`src/rtl/beinmotion_qsys_sysid_ext.sv`:
```
// beinmotion_qsys_sysid_ext
// System-ID / uptime peripheral on the Qsys control bus (Avalon-MM slave,
// fixed read latency of one cycle, no waitrequest).
//
// Ports:
//   clock          system clock
//   reset_n        asynchronous active-low reset
//   address[2:0]   word address (fully decoded, 8 words)
//   read, write    single-cycle access strobes; read wins when both are high
//   writedata      write data
//   byteenable     write byte lanes
//   readdata       registered read data, held until the next read
//   readdatavalid  one-cycle pulse alongside readdata
//   tick           one-cycle pulse per uptime increment
//
// Word map: 0 ID, 1 TIMESTAMP, 2 VERSION, 3 SCRATCH, 4 UPTIME_LO,
//           5 UPTIME_HI (shadow), 6 CTRL {OVF[8], CLR[1], EN[0]}, 7 PRESCALE.
//
// UPTIME_RESET is the counter's reset value. It is 0 in every real build;
// simulation overrides it to start the counter close to a carry or a wrap.

module beinmotion_qsys_sysid_ext #(
    parameter logic [31:0] SYSTEM_ID    = 32'h0000_0000,
    parameter logic [31:0] TIMESTAMP    = 32'd1358911882,
    parameter logic [31:0] VERSION      = 32'h0001_0000,
    parameter int          UPTIME_W     = 48,
    parameter int          PRESCALE     = 50,
    parameter logic [63:0] UPTIME_RESET = 64'd0
) (
    input  logic        clock,
    input  logic        reset_n,
    input  logic [2:0]  address,
    input  logic        read,
    input  logic        write,
    input  logic [31:0] writedata,
    input  logic [3:0]  byteenable,
    output logic [31:0] readdata,
    output logic        readdatavalid,
    output logic        tick
);

    localparam int PS_W = (PRESCALE > 1) ? $clog2(PRESCALE) : 1;
    localparam int HI_W = UPTIME_W - 32;

    logic [PS_W-1:0]     ps_cnt;
    logic [UPTIME_W-1:0] uptime;
    logic [HI_W-1:0]     shadow;
    logic [31:0]         scratch;
    logic                en;
    logic                ovf;

    logic                wr_en;
    logic                ctrl_wr;
    logic                clr;
    logic                ovf_clr;
    logic                ps_last;
    logic                tick_evt;
    logic [31:0]         rd_mux;

    // A write that coincides with a read is dropped.
    assign wr_en    = write & ~read;
    assign ctrl_wr  = wr_en & (address == 3'd6);
    assign clr      = ctrl_wr & byteenable[0] & writedata[1];
    assign ovf_clr  = ctrl_wr & byteenable[1] & writedata[8];
    assign ps_last  = (ps_cnt == PS_W'(PRESCALE - 1));
    assign tick_evt = en & ps_last;

    always_comb begin
        rd_mux = 32'd0;
        case (address)
            3'd0:    rd_mux = SYSTEM_ID;
            3'd1:    rd_mux = TIMESTAMP;
            3'd2:    rd_mux = VERSION;
            3'd3:    rd_mux = scratch;
            3'd4:    rd_mux = uptime[31:0];
            3'd5:    rd_mux = 32'(shadow);
            3'd6:    rd_mux = {23'd0, ovf, 6'd0, 1'b0, en};
            3'd7:    rd_mux = 32'(PRESCALE);
            default: rd_mux = 32'd0;
        endcase
    end

    // Prescaler and uptime counter. CLR overrides a coincident increment,
    // but the tick pulse for that increment is still emitted.
    always_ff @(posedge clock or negedge reset_n) begin
        if (!reset_n) begin
            ps_cnt <= '0;
            uptime <= UPTIME_RESET[UPTIME_W-1:0];
            tick   <= 1'b0;
        end else begin
            tick <= tick_evt;
            if (clr) begin
                ps_cnt <= '0;
                uptime <= '0;
            end else if (en) begin
                ps_cnt <= ps_last ? '0 : ps_cnt + PS_W'(1);
                if (ps_last) begin
                    uptime <= uptime + UPTIME_W'(1);
                end
            end
        end
    end

    // Control/status and scratch. An overflow set beats a same-cycle clear.
    always_ff @(posedge clock or negedge reset_n) begin
        if (!reset_n) begin
            en      <= 1'b1;
            ovf     <= 1'b0;
            scratch <= 32'd0;
        end else begin
            if (tick_evt && (&uptime) && !clr) begin
                ovf <= 1'b1;
            end else if (ovf_clr) begin
                ovf <= 1'b0;
            end
            if (ctrl_wr && byteenable[0]) begin
                en <= writedata[0];
            end
            if (wr_en && (address == 3'd3)) begin
                for (int b = 0; b < 4; b++) begin
                    if (byteenable[b]) begin
                        scratch[8*b +: 8] <= writedata[8*b +: 8];
                    end
                end
            end
        end
    end

    // Read path. A LO read latches the upper bits from the same sample so a
    // following HI read is coherent with it.
    always_ff @(posedge clock or negedge reset_n) begin
        if (!reset_n) begin
            readdata      <= 32'd0;
            readdatavalid <= 1'b0;
            shadow        <= '0;
        end else begin
            readdatavalid <= read;
            if (read) begin
                readdata <= rd_mux;
                if (address == 3'd4) begin
                    shadow <= uptime[UPTIME_W-1:32];
                end
            end
        end
    end

endmodule

```
`config.mk`:
```
export PLATFORM = sky130hd
export DESIGN_NAME = beinmotion_qsys_sysid_ext
export DESIGN_NICKNAME = d
export VERILOG_FILES = /design/src/rtl/beinmotion_qsys_sysid_ext.sv
export SDC_FILE = /design/constraint.sdc
export NUM_CORES = 1
export LEC_CHECK = 0
export BUFFER_PORTS_ARGS = -buffer_cell sky130_fd_sc_hd__clkbuf_2
export CAP_MARGIN = 20
export CORE_ASPECT_RATIO = 0.8
export CORE_MARGIN = 2
export CORE_UTILIZATION = 45
export DETAILED_ROUTE_END_ITERATION = 7
export PLACE_DENSITY_LB_ADDON = 0.1
export SETUP_SLACK_MARGIN = 0.2
export SYNTH_ARGS = -nofsm -noshare
export SYNTH_HDL_FRONTEND = slang
export SYNTH_SLANG_ARGS = --single-unit
export TNS_END_PERCENT = 30
```
`constraint.sdc`:
```
create_clock -name clock -period 3.25 [get_ports clock]
set_input_delay 0.65 -clock clock [delete_from_list [all_inputs] [get_ports clock]]
set_output_delay 0.65 -clock clock [all_outputs]
set_load 0.02 [all_outputs]
```
==> results.tsv <==
metric	value	unit
place_area	7250	um2
insertion_delay	0.42	ns
antenna_found_initial	0	
cp_slowest_cell	or4_1	
hold_path.class	in2async	
rsz0062_at_grt	no	
ctsResizeCount	0	
setup.worst_path.start_class	flop	
cts_buffers	17	
cp-end-kind	flop	
seqPwrFrac	0.431	
port_buffers	76	
synth.net_count	708	
layout-drive-gt1-share	0.262	
drtPass1Iterations	5	
status	finished, final reports clean	
final_max_slew_viol_count	0	
slew_headroom	0.395	
syn-cell-area	6640	um2
grt-ovfl-total	0	
dp_slack	0.517	ns
slowest_delay	0.71	ns
die_w	140	um
worst_path_most_repeated_cell	or4_1	
ios	77	
pwr-share-comb	0.170	
final_common_cell	dfrtp_1	
worst-slew-pin-transition	0.899	ns
die_area	15800	um2
holdBufCountCts	0	
worstPathArrival	3.17	ns
peakVddDrop	0.581	mV
area.growth.synth_to_final	19.5	%
fin_ws	0.431	ns
worst-setup-path-type	reg2reg	
tritoncts	built	
h-tree-depth	4	
final.fill_count	1276	
required	3.60	ns
ys_seq_area_frac	0.520	
powerDensity	706	nW/um2
cts.sinks	138	
critical_path_peak_fanout	9	
power	5.60	mW
fin_hold_ws	0.203	ns
nets	785	
synth_cells	662	
power_frac_clock	0.399	
place_hpwl	12.7	mm
min_period	2.82	ns
p_sw	1.64	mW
wl_per_cell	19.3	um
drtIter0Drc	465	
p_int	3.96	mW
period_share	0.867	
gr-usage-all-layers	0.239	
instances_no_fill	935	
yosysWarnings	0	
post-cts-setup-buffer-count	0	
vias	5408	
ys_ff_latch	138	
cp_num_buf_inv	1	
viasPerCell	5.78	
cts_buffer_depth	2	
fin_setup_tns	0	ns
crit_chain	inv_1, ha_1, nor4bb_1, nand2_1, or4_1, or4_1, a21oi_1	
clockRootBuffer	clkbuf_16	
dpl.cell_count	904	
final_util	0.553	
synth.avg_cell_area	10.0	um2
start_util	0.463	
drc_errors	0	
synth_cell_type_count	48	
clkTransAtPathRegs	0.06	ns
setup_viol	0	
drtAntennaViolNets	0	
cap_violations	0	
design_area	7940	um2
fmax	355	MHz
core	14300	um2
hold_viol_final	0	
layout_common_cells	137 x dfrtp_1, 78 x nor2_1, 75 x clkbuf_2, 64 x a21oi_1, 51 x mux2_2	
fin_skew	0.0101	ns
swShare	0.292	
grt_max_degree	63	
diodes	0	
grt_pass1_wl	29.2	mm
critical-path-top-delay-family	simple AND/OR/NAND/NOR gates	
p_leak	3.44	nW
die_h	113	um
gp_congestion	0.873	
drt_wl_total	18.1	mm
num_rows	39	
grt_pass1_vias	5446	
==> flip-flops by register name (all words and copies together) (netlist names) <==
name / cells
en: 1
ovf: 1
ps_cnt: 6
readdata: 32
readdatavalid: 1
scratch: 32
shadow: 16
tick: 1
uptime: 48
==> cell type report <==
class | instances | area, um2 | share of cell area
multi-input cells | 458 | 2930 | 0.369
flip-flops and latches | 138 | 3450 | 0.435
well taps | 184 | 230 | 0.0290
inverters | 28 | 105 | 0.0132
clock inverters | 11 | 215 | 0.0271
repair buffers | 96 | 537 | 0.0676
clock buffers | 20 | 467 | 0.0588
==> power by group through the flow <==
stage | sequential (mW) | combinational (mW) | clock [mW]
floorplan | 2.36 | 0.627 | 0
global placement | 2.40 | 0.929 | 0
detailed placement | 2.43 | 0.950 | 0
CTS | 2.40 | 0.960 | 2.26
global route | 2.46 | 1.07 | 2.35
finish | 2.42 | 0.952 | 2.23
==> Yosys cell counts (all sizes together) <==
cell / n / area (um2)
inv: 28 / 105
o211ai: 3 / 22.5
o21ai: 18 / 90.1
nor2b: 8 / 50.1
mux2: 51 / 574
o21a: 4 / 30.0
mux2i: 8 / 80.1
nand2: 39 / 146
nand4bb: 1 / 11.3
nor4: 8 / 50.1
nand4: 21 / 146
a21oi: 64 / 320
a22oi: 13 / 97.6
dfrtp: 137 / 3430
a41oi: 1 / 8.76
o22ai: 18 / 113
ha: 3 / 37.5
xnor2: 18 / 158
or2: 4 / 25.0
nand3: 13 / 65.1
dfstp: 1 / 26.3
and2: 5 / 33.8
a32oi: 1 / 8.76
nor4bb: 1 / 10.0
clkbuf: 33 / 134
or4: 12 / 96.3
xor2: 13 / 114
a22o: 1 / 8.76
and3: 4 / 26.3
o2111ai: 1 / 8.76
nand2b: 2 / 12.5
nand3b: 1 / 7.51
o31ai: 6 / 45.0
nor3: 18 / 90.1
or3: 16 / 104
buf: 5 / 27.5
nor2: 78 / 293
and4: 3 / 30.0
a221oi: 1 / 8.76
==> worst paths after layout <==
check / from / to / slack [ns] / cells past startpoint
min in group clock: writedata[10] / scratch[10]$_DFFE_PN0P_ / 0.46 / 2
min: reset_n / scratch[7]$_DFFE_PN0P_ / 0.20 / 1
max reg2reg: ps_cnt[1]$_DFFE_PN0P_ / uptime[45]$_DFFE_PN0P_ / 0.43 / 7
max: ps_cnt[1]$_DFFE_PN0P_ / uptime[45]$_DFFE_PN0P_ / 0.43 / 7
min reg2reg: scratch[15]$_DFFE_PN0P_ / scratch[15]$_DFFE_PN0P_ / 0.51 / 1
max in group asynchronous: reset_n / en$_DFFE_PN1N_ / 2.24 / 2
==> cell families after synthesis <==
family / synth area share
and+or+nand+nor: 0.180
xor gates and xnor gates: 0.0409
adders and majority gates: 0.00565
DFF: 0.520
muxes: 0.0985
AOI/OAI and AO/OA: 0.115
buffers and inverters: 0.0401
==> layer usage <==
layer | vias up | wire length (um) | track usage
met5 | - | 0 | 0
met4 | 0 | 328 | 0.0760
met3 | 29 | 1050 | 0.0593
met2 | 167 | 8260 | 0.366
met1 | 2708 | 8420 | 0.337
li1 | 2504 | - | -
(Power assumes the default switching activity.)
